**config.mk**
```make
export PLATFORM = sky130hd
export DESIGN_NAME = alarm_trigger
export DESIGN_NICKNAME = d
export VERILOG_FILES = /design/src/rtl/alarm_trigger.sv
export SDC_FILE = /design/constraint.sdc
export NUM_CORES = 1
export LEC_CHECK = 0
export BUFFER_PORTS_ARGS = -buffer_cell sky130_fd_sc_hd__buf_2
export CAP_MARGIN = 20
export CORE_MARGIN = 1.5
export CORE_UTILIZATION = 43
export DETAILED_ROUTE_END_ITERATION = 10
export PLACE_DENSITY = 0.7
export SYNTH_ARGS = -nofsm -noshare
export SYNTH_HDL_FRONTEND = slang
export SYNTH_SLANG_ARGS = --single-unit
```
**constraint.sdc**
```tcl
create_clock -name clk -period 1.9 [get_ports clk]
set_input_delay 0.19 -clock clk [delete_from_list [all_inputs] [get_ports clk]]
set_output_delay 0.19 -clock clk [all_outputs]
set_load 0.02 [all_outputs]
```
**src/rtl/alarm_trigger.sv**
```systemverilog
// Alarm ring controller: watches for the alarm minute, rings for a bounded
// period, and handles stop/snooze with a guard against re-ringing in the same minute.
module alarm_trigger #(
    parameter int RING_SECS   = 30,
    parameter int SNOOZE_SECS = 300,
    parameter int CNT_W       = 9
) (
    input  logic       clk,
    input  logic       rst_n,
    input  logic       tick_1hz,
    input  logic       alarm_en,
    input  logic [3:0] cur_min1,
    input  logic [3:0] cur_min2,
    input  logic [3:0] alarm_min1,
    input  logic [3:0] alarm_min2,
    input  logic       stop_btn,
    input  logic       snooze_btn,
    output logic       ring,
    output logic       beep,
    output logic       snoozing,
    output logic [2:0] state_o
);

    typedef enum logic [2:0] {
        IDLE    = 3'd0,
        DONE    = 3'd1,
        ARMED   = 3'd2,
        RINGING = 3'd3,
        SNOOZE  = 3'd4
    } state_t;

    localparam logic [CNT_W-1:0] RING_LAST   = CNT_W'(RING_SECS - 1);
    localparam logic [CNT_W-1:0] SNOOZE_LAST = CNT_W'(SNOOZE_SECS - 1);

    state_t           state;
    logic [CNT_W-1:0] sec_cnt;
    logic             stop_prev;
    logic             snooze_prev;
    logic             match;
    logic             stop_rise;
    logic             snooze_rise;

    // Non-BCD digits never match, even when both sides hold the same value.
    assign match = (cur_min1 <= 4'd9) && (cur_min2 <= 4'd9) &&
                   (alarm_min1 <= 4'd9) && (alarm_min2 <= 4'd9) &&
                   (cur_min1 == alarm_min1) && (cur_min2 == alarm_min2);

    assign stop_rise   = stop_btn & ~stop_prev;
    assign snooze_rise = snooze_btn & ~snooze_prev;

    assign ring     = (state == RINGING);
    assign snoozing = (state == SNOOZE);
    assign state_o  = state;

    always_ff @(posedge clk or negedge rst_n) begin
        if (!rst_n) begin
            state       <= IDLE;
            sec_cnt     <= '0;
            beep        <= 1'b0;
            // Held-through-reset buttons must not look like a fresh press.
            stop_prev   <= 1'b1;
            snooze_prev <= 1'b1;
        end else begin
            stop_prev   <= stop_btn;
            snooze_prev <= snooze_btn;
            if (!alarm_en) begin
                state   <= IDLE;
                sec_cnt <= '0;
                beep    <= 1'b0;
            end else begin
                case (state)
                    IDLE: begin
                        state   <= DONE;
                        sec_cnt <= '0;
                        beep    <= 1'b0;
                    end
                    DONE: begin
                        beep <= 1'b0;
                        if (!match) begin
                            state   <= ARMED;
                            sec_cnt <= '0;
                        end
                    end
                    ARMED: begin
                        if (match) begin
                            state   <= RINGING;
                            sec_cnt <= '0;
                            beep    <= 1'b1;
                        end else begin
                            beep <= 1'b0;
                        end
                    end
                    RINGING: begin
                        if (stop_rise) begin
                            state   <= DONE;
                            sec_cnt <= '0;
                            beep    <= 1'b0;
                        end else if (snooze_rise) begin
                            state   <= SNOOZE;
                            sec_cnt <= '0;
                            beep    <= 1'b0;
                        end else if (tick_1hz) begin
                            if (sec_cnt == RING_LAST) begin
                                state   <= DONE;
                                sec_cnt <= '0;
                                beep    <= 1'b0;
                            end else begin
                                sec_cnt <= sec_cnt + 1'b1;
                                beep    <= ~beep;
                            end
                        end
                    end
                    SNOOZE: begin
                        // Repeated snooze presses do not restart the timer.
                        if (stop_rise) begin
                            state   <= DONE;
                            sec_cnt <= '0;
                            beep    <= 1'b0;
                        end else if (tick_1hz) begin
                            if (sec_cnt == SNOOZE_LAST) begin
                                state   <= RINGING;
                                sec_cnt <= '0;
                                beep    <= 1'b1;
                            end else begin
                                sec_cnt <= sec_cnt + 1'b1;
                                beep    <= 1'b0;
                            end
                        end else begin
                            beep <= 1'b0;
                        end
                    end
                    default: begin
                        state   <= IDLE;
                        sec_cnt <= '0;
                        beep    <= 1'b0;
                    end
                endcase
            end
        end
    end

endmodule

```
# After elaboration in Yosys (flattened, before gate mapping)
# Cells that the tools add are included.
dict set report totals {
  output_inout_bits 6
  elab_cells 69
  ff_bits 15
  in_bits 22
}
dict set report classes {
  n_addsub 1
  n_eq_ne 14
  reduce_logical 8
  muxes 32
  n_bitwise 5
  order_cmp 4
}
# operator n
set ops {}
lappend ops {{$mux 9} 10}
lappend ops {{$pmux 9 s4} 1}
lappend ops {{$mux 3} 10}
lappend ops {{$le 4x4->1 const B} 4}
lappend ops {{$pmux 3 s5} 1}
lappend ops {{$add 9x1->9 const B} 1}
lappend ops {{$eq 9x5->1 const B} 1}
lappend ops {{$eq 9x9->1 const B} 1}
lappend ops {{$mux 1} 9}
lappend ops {{$eq 4x4->1} 2}
lappend ops {{$eq 3x2->1 const B} 2}
lappend ops {{$ne 3x3->1 const B} 2}
lappend ops {{$reduce_and 6->1} 1}
lappend ops {{$logic_and 1x1->1} 5}
lappend ops {{$ne 5x2->1 const B} 1}
lappend ops {{$ne 5x3->1 const B} 1}
lappend ops {{$ne 4x2->1 const B} 1}
lappend ops {{$ne 4x3->1 const B} 1}
lappend ops {{$reduce_and 4->1} 1}
lappend ops {{$eq 3x1->1 const B} 1}
lappend ops {{$eq 3x3->1 const B} 1}
lappend ops {{$logic_not 3->1} 1}
lappend ops {{$not 1->1} 3}
lappend ops {{$pmux 1 s3} 1}
lappend ops {{$and 1x1->1} 2}

# Depth between registers and ports, before layout
# Gate-level depths: netlist of run 1.
dict set report depth {
  depth_word 9
  ltp_mapped 8
  mapped_depth_nobuf 8
}

# Worst setup path before layout of run 1
# OpenSTA, ideal clock, no wires.
dict set report synth_path {
  path_type {reg-to-reg}
  from {register state[2] (netlist: state_o[2])}
  to {register sec_cnt[3]}
  setup_time_ns 0.078
  required_time_ns 1.822
  synth_period_minus_slack_ns 2.148
  path_slack_ns -0.248
  arrival_ns 2.070
  n_path_buf 1
  stages_incl_launch_ff 8
  path_cell_list {dfrtp_1 -> buf_2 -> nor3b_2 -> nand2_1 -> o22ai_2 -> nand3_2 -> or3b_1 -> a21boi_1}
}
dict set report synth_via {
  elab_chain_cells 3
  word_cells_on_any_way 11
  classes_between {eq/ne: 8; mux: 2; reduce/logical: 1}
}
# element line_no
set synth_lines {}
lappend synth_lines {{start, declared} 35} ;# state_t state;
lappend synth_lines {{start signal, assigned} 57} ;# state <= IDLE;
lappend synth_lines {{start signal, assigned} 67} ;# state <= IDLE;
lappend synth_lines {{start signal, assigned} 73} ;# state <= DONE;
lappend synth_lines {{$eq 3x3->1 (*)} -}
lappend synth_lines {{net snoozing} 20} ;# output logic snoozing,
lappend synth_lines {{$ne 4x3->1 (no line) / $pmux 9 s4 (equally long branches)} -}
lappend synth_lines {{$reduce_and 4->1 (no line) / $mux 9 (equally long branches)} -}
lappend synth_lines {{end signal, assigned} 108} ;# sec_cnt <= sec_cnt + 1'b1;
lappend synth_lines {{end signal, assigned} 125} ;# sec_cnt <= sec_cnt + 1'b1;
lappend synth_lines {{end, declared} 36} ;# logic [CNT_W-1:0] sec_cnt;
# The timed path passes the listed nets; every way through them passes the cells marked *.
# A chain may end at the register's enable or synchronous reset.

# Final worst setup path of run 1
dict set report layout_path {
  from {register sec_cnt[0]}
  to {register sec_cnt[2]}
}
dict set report layout_via {
  elab_chain_cells 7
  word_cells_on_any_way 12
  classes_between {add/sub: 1; eq/ne: 2; mux: 9}
}
# element line_no
set layout_lines {}
lappend layout_lines {{$add 9x1->9 / $eq 9x5->1 (equally long branches)} {108, 125, 103}}
lappend layout_lines {{$mux 9} 103} ;# if (sec_cnt == RING_LAST) begin
lappend layout_lines {{$mux 9} 102} ;# end else if (tick_1hz) begin
lappend layout_lines {{$mux 9} 98} ;# end else if (snooze_rise) begin
lappend layout_lines {{$mux 9} 94} ;# if (stop_rise) begin
lappend layout_lines {{$pmux 9 s4 (*)} 71} ;# case (state)
lappend layout_lines {{$mux 9 (*)} 66} ;# if (!alarm_en) begin
# Every way passes the cells marked *; elsewhere a longest branch is shown, timed or not. The select of a mux whose other input is x is not followed.

==> qor.csv, run 1 <==
metric,value,unit
fillCellCount,210,
multiInputGateArea,833,um2
netlist_top_cells_area,"sky130_fd_sc_hd__dfrtp_1 28%, sky130_fd_sc_hd__dfstp_2 4.5%, sky130_fd_sc_hd__nand2_1 3.2%, sky130_fd_sc_hd__xor2_1 3.0%, sky130_fd_sc_hd__nand3_1 2.6%",
crit_slowest_cell,sky130_fd_sc_hd__dfrtp_1,
run_status,finished with violations,
max_stage_delay,430,ps
core-area,0.00252,mm2
final_critical_path_setup_slack,-86.5,ps
register_area,380,um2
fmax,503,MHz
async_flop_share,100,%
syn_area,0.00116,mm2
detail-route-antenna-nets,0,
dp_hpwl,2200,um
worstPathCellList,ha_2 -> nand4bb_1 -> nor4_2 -> buf_4 -> o22a_4 -> nor3b_2 -> o31a_2 -> o21a_1,
peak_ir_drop_on_the_vdd_network,0.472,mV
io_pins,28,
worst_setup_path_end_kind,register,
remaining_drc_errors,0,
die_span_y,54.9,um
yosys.area.top_type_share,28.1,%
failing_checks,setup timing,
ys_types,52,
cts_buffers,3,
dpl_cell_area,0.00143,mm2
leakagePower,0.693,nW
finClkSkew,2.96,ps
report.final.hold_viol_count,0,
track_usage,21.9,%
drt-total-wl,3090,um
period_minus_slack,1990,ps
die-area,0.00301,mm2
timing.max_cap.violations,0,
h-tree-depth,1,
clock_sinks,15,
required_arrival_time_at_the_worst_endpoint,2090,ps
mappedNetlistNets,153,
grt_pass1_vias,1087,
port-buffer-count,27,
cp_top_family,compound AO/OA/AOI/OAI gates,
synth-seq-area-share,32.6,%
hp-class,in -> reg,
replace_congestion,0.858,
post-route-cell-area,0.00158,mm2
syn_area_per_cell,8.97,um2
clk-insertion-delay-late,290,ps
setup_viol,5,
floorplan.initialDensity,45.9,%
finish.net_count,198,
postSynthCellCount,129,
hold_ws,316,ps
final_layout_size_suffix_gt1_share,43.9,%
critPathMaxFanout,5,
antenna_cells_inserted,0,
final_core_utilization,62.7,%
cts_root_buffer,sky130_fd_sc_hd__clkbuf_4,
synth_largest_area_cell,sky130_fd_sc_hd__dfrtp_1,
timing.setup.tns,-237,ps
worst_ep_arrival_time,2170,ps
drt_iter0_drc,36,
cts.clk_slew.worst_paths,90,ps
dr.pass1.iters,4,
postSynthRegisterBits,15,
vias,1184,
grt_max_degree,23,
grt_setup_unrepaired,true,
crit_type,reg -> reg,
worst-slew-pin-transition,387,ps
synth_edf_count,0,
grt-ovfl-total,0,
yosys_most_used_dff,sky130_fd_sc_hd__dfrtp_1,
die_w,54.9,um
startpoint_type,register,
critical_path.n_buffers_inverters,1,
wl_per_cell,15.2,um
final-max-slew-violation-count,0,
ys_warn_count,0,
maxSlewHeadroom,74.2,%
tritoncts,yes,
drt-vias-per-instance,5.83,
std_cell_rows,18,
layout-area-overhead-vs-synth,36.6,%
cts_buffer_depth,2,
antenna_found_initial,0,
power.density_cell_area,638,mW/mm2
global_route_wire_length_before_repair,4730,um
min_period_over_period,105,%
worst paths after layout:
kind | to | cells after the start | slack, ps | startpoint
hold reg to reg | sec_cnt[8]$_DFFE_PN0P_ | 1 | 540 | sec_cnt[8]$_DFFE_PN0P_
hold / removal | sec_cnt[2]$_DFFE_PN0P_ | 2 | 320 | alarm_en
min in group asynchronous | beep$_DFFE_PN0N_ | 2 | 360 | rst_n
setup / recovery | sec_cnt[2]$_DFFE_PN0P_ | 8 | -90 | sec_cnt[0]$_DFFE_PN0P_
setup reg to reg | sec_cnt[2]$_DFFE_PN0P_ | 8 | -90 | sec_cnt[0]$_DFFE_PN0P_
max in group asynchronous | stop_prev$_DFF_PN1_ | 2 | 1240 | rst_n
flip-flops by register name, indices dropped and copies added, names as in the netlist:
signal	count
snooze_prev	1
stop_prev	1
beep	1
sec_cnt	9
state_o	3
logic make-up after synthesis:
kind of cell               Yosys count  synth area share (%)
AOI/OAI and AO/OA                   37                  24.0
xor gates and xnor gates             6                  4.54
adders and majority gates            2                  2.16
buffers and inverters               11                  4.54
DFF                                 15                  32.6
muxes                                2                  2.16
and+or+nand+nor                     56                  29.9
cell usage after synthesis, drive strengths merged, types with 4 or more instances:
| library cell | count |
|---|---|
| nor2 | 7 |
| inv | 5 |
| nand2 | 10 |
| buf | 4 |
| dfrtp | 13 |
| nand2b | 4 |
| nand3 | 8 |
| nor3b | 5 |
| o21ai | 7 |
| xor2 | 4 |
| and3 | 4 |
timing repair:
item	in CTS	in global routing
hold buffers	3	0
endpoints found under the hold margin	15	0
endpoints found under the setup margin	3	12
resized for setup	1	13
buffers inserted	0	3
pin swaps	3	10
power breakdown:
| part | internal [mW] | total (mW) | switching (mW) | leakage [nW] |
|---|---|---|---|---|
| combinational | 0.199 | 0.421 | 0.222 | 0.481 |
| sequential | 0.344 | 0.396 | 0.0519 | 0.197 |
| clock | 0.0816 | 0.193 | 0.112 | 0.0150 |
| total | 0.624 | 1.01 | 0.385 | 0.693 |
area by class of cell:
cell class / instances / area share (%)
clock buffer: 4 / 1.66
inverter: 5 / 1.19
multi-input combinational: 103 / 52.7
sequential: 15 / 24.1
tap: 30 / 2.37
timing repair buffer: 46 / 18.0
per-stage QoR:
stage	setup WS (ps)	total power, mW	instances
after global placement	-72.7	0.762	193
after CTS	-38.3	0.978	200
final	-86.5	1.01	203
after floorplan	-26.7	0.662	129
after global routing	-124	1.08	203
after detailed placement	-157	0.774	193
per-layer routing:
layer | routed length [um] | track usage [%]
met3 | 154 | 2.46
met4 | 42 | 8.75
met2 | 1470 | 36.5
met5 | 0 | 0
met1 | 1430 | 28.6
layout by cell type, fill, tap and decap left out, types with 4 or more instances in the layout:
master / instances
sky130_fd_sc_hd__nand3_1: 6
sky130_fd_sc_hd__and3_1: 4
sky130_fd_sc_hd__nor2_1: 7
sky130_fd_sc_hd__dfrtp_1: 11
sky130_fd_sc_hd__o21ai_0: 5
sky130_fd_sc_hd__nand2_1: 9
sky130_fd_sc_hd__inv_1: 5
sky130_fd_sc_hd__buf_4: 16
sky130_fd_sc_hd__buf_2: 27
sky130_fd_sc_hd__xor2_1: 4
Power figures use the tool's default switching activity.
==> run 2, diff against run 1 <==
CORE_ASPECT_RATIO = 1.25   (was unset)
CORE_UTILIZATION = 47   (was 43)
PLACE_DENSITY = 0.75   (was 0.7)
==> qor.csv, run 2 (synthesis gave the netlist of run 1 again) <==
metric,value,unit,change
run_status,finished with violations,,
failing_checks,setup timing,,
drt-total-wl,2970,um,-3.9%
final_core_utilization,70.6,%,+7.9 points
startpoint_type,register,,
io_pins,28,,unchanged
critPathMaxFanout,5,,unchanged
multiInputGateArea,810,um2,-2.9%
layout.cells.non_filler,208,,+2.5%
worst_ep_arrival_time,2120,ps,-50 ps
comb_power_share,44.0,%,+2.3 points
drt_iter0_drc,27,,-25%
crit_type,reg -> reg,,
final_layout_size_suffix_gt1_share,44.1,%,+0.14 points
finClkSkew,10.8,ps,+7.85 ps
clockPowerShare,19.1,%,about the same
layout-area-overhead-vs-synth,37.7,%,
floorplan.initialDensity,51.2,%,+5.4 points
drt-vias-per-instance,5.87,,+0.56%
wl_per_cell,14.3,um,-6.3%
clk-insertion-delay-late,300,ps,about the same
power.density_cell_area,643,mW/mm2,+0.75%
grt_setup_unrepaired,true,,
p_sw,0.387,mW,+0.60%
antenna_cells_inserted,0,,unchanged
finish.net_count,202,,+2.0%
std_cell_rows,19,,+1
grt_pass1_vias,1201,,+10%
register_area,380,um2,unchanged
die_w,47.4,um,-14%
maxSlewHeadroom,67.3,%,-7.0 points
required_arrival_time_at_the_worst_endpoint,2100,ps,about the same
antenna_found_initial,0,,unchanged
die_span_y,58.5,um,+6.6%
remaining_drc_errors,0,,unchanged
die-area,0.00277,mm2,-8.0%
largest_register_ffs,9,,unchanged
cts_buffer_depth,2,,unchanged
cts.clk_slew.worst_paths,110,ps,+20 ps
critical_path.n_buffers_inverters,2,,+1
power_frac_seq,36.9,%,-2.3 points
grt-ovfl-total,0,,unchanged
core-area,0.00226,mm2,-10%
hp-class,in -> reg,,
grt_max_degree,23,,unchanged
final-max-slew-violation-count,0,,unchanged
h-tree-depth,1,,unchanged
largest_register,sec_cnt,,
fillCellCount,180,,-14%
global_route_wire_length_before_repair,4900,um,+3.5%
p_total,1.03,mW,+1.5%
max_stage_delay,420,ps,about the same
peak_ir_drop_on_the_vdd_network,0.699,mV,+48%
worst-slew-pin-transition,482,ps,+95.1 ps
worstPathCellList,inv_1 -> ha_2 -> nand4bb_1 -> nor4_2 -> buf_4 -> o22ai_4 -> and3_1 -> o31a_1 -> o21a_1,,
internal_power,0.638,mW,+2.1%
port-buffer-count,27,,unchanged
replace_congestion,0.877,,+2.2%
worst_setup_path_end_kind,register,,
mostFrequentLayoutCells,"27 x sky130_fd_sc_hd__buf_2, 19 x sky130_fd_sc_hd__buf_4, 11 x sky130_fd_sc_hd__dfrtp_1, 9 x sky130_fd_sc_hd__nand2_1, 7 x sky130_fd_sc_hd__nor2_1",,
switching_share,37.8,%,-0.35 points
detail-route-antenna-nets,0,,unchanged
setup_viol,2,,-3
period_minus_slack,1920,ps,-70.5 ps
crit_slowest_cell,sky130_fd_sc_hd__dfrtp_1,,
final_critical_path_setup_slack,-16.0,ps,+70.5 ps
placed_cells_incl_taps,199,,+3.1%
min_period_over_period,101,%,-3.7 points
dr.pass1.iters,4,,unchanged
leakagePower,0.714,nW,+3.0%
report.final.hold_viol_count,0,,unchanged
tritoncts,yes,,
dp_hpwl,2220,um,+1.2%
clock_sinks,15,,unchanged
final_common_cell,sky130_fd_sc_hd__buf_2,,
vias,1220,,+3.0%
cp_top_family,simple AND/OR/NAND/NOR gates,,
track_usage,23.7,%,+1.8 points
fmax,522,MHz,+3.7%
cts_root_buffer,sky130_fd_sc_hd__clkbuf_4,,
cts_buffers,3,,unchanged
timing.max_cap.violations,0,,unchanged
-- run 2: power groups by stage --
| stage | clock [mW] | sequential, mW | combinational (mW) |
|---|---|---|---|
| 2_1_floorplan | 0 | 0.403 | 0.259 |
| 3_3_place_gp | 0 | 0.384 | 0.404 |
| 3_5_place_dp | 0 | 0.385 | 0.414 |
| 4_1_cts | 0.197 | 0.379 | 0.430 |
| 5_1_grt | 0.211 | 0.383 | 0.490 |
| 6_report | 0.195 | 0.378 | 0.451 |
-- run 2: repair_timing --
action,CTS,global route
buffers inserted,0,2
endpoints found under the hold margin,15,0
pin swaps,0,10
resized for setup,3,9
hold buffers,3,0
setup endpoints to repair,4,10
-- run 2: layout make-up --
class / count / area share, %
Timing Repair Buffer: 50 / 20.0
Clock inverter: 1 / 0.314
Sequential cell: 15 / 23.9
Tap cell: 31 / 2.43
Inverter: 5 / 1.18
Clock buffer: 3 / 1.41
Multi-Input combinational cell: 103 / 50.8
-- run 2: worst paths after layout --
check                      slack [ps]                endpoint  depth (start not counted)                    from
max                               -20  sec_cnt[6]$_DFFE_PN0P_                          9  sec_cnt[1]$_DFFE_PN0P_
min                               250  sec_cnt[0]$_DFFE_PN0P_                          3                tick_1hz
max reg2reg                       -20  sec_cnt[6]$_DFFE_PN0P_                          9  sec_cnt[1]$_DFFE_PN0P_
min reg2reg                       530  sec_cnt[8]$_DFFE_PN0P_                          1  sec_cnt[8]$_DFFE_PN0P_
max in group asynchronous        1280     stop_prev$_DFF_PN1_                          2                   rst_n
min in group asynchronous         320  sec_cnt[1]$_DFFE_PN0P_                          2                   rst_n
-- run 2: routing by layer --
| layer | routed length (um) | share of wire [%] | GRT usage (%) | up-vias |
|---|---|---|---|---|
| met1 | 1190 | 40 | 27.7 | 589 |
| met5 | 0 | 0 | 0 | - |
| met4 | 34 | 1.1 | 8.33 | 0 |
| met2 | 1610 | 54 | 41.9 | 38 |
| met3 | 133 | 4.5 | 3.68 | 6 |
| li1 | - | - | - | 587 |
-- run 2: worst min-delay path: cells and delay by family --
family                 cells  cell delay [ps]
buffers and inverters      1              140
and+or+nand+nor            1               90
AOI/OAI and AO/OA          1               70
-- run 2: metrics by stage --
step / cell area (um2) / TNS [ps] / setup WS [ps] / hold slack (ps)
after floorplan: 1210 / -53.4 / -26.7 / -106
after global placement: 1470 / -310 / -83.2 / 116
after global routing: 1590 / -523 / -126 / 255
final: 1590 / -21.4 / -16.0 / 246
after detailed placement: 1470 / -802 / -136 / 120
after CTS: 1540 / -144 / -64.2 / 266
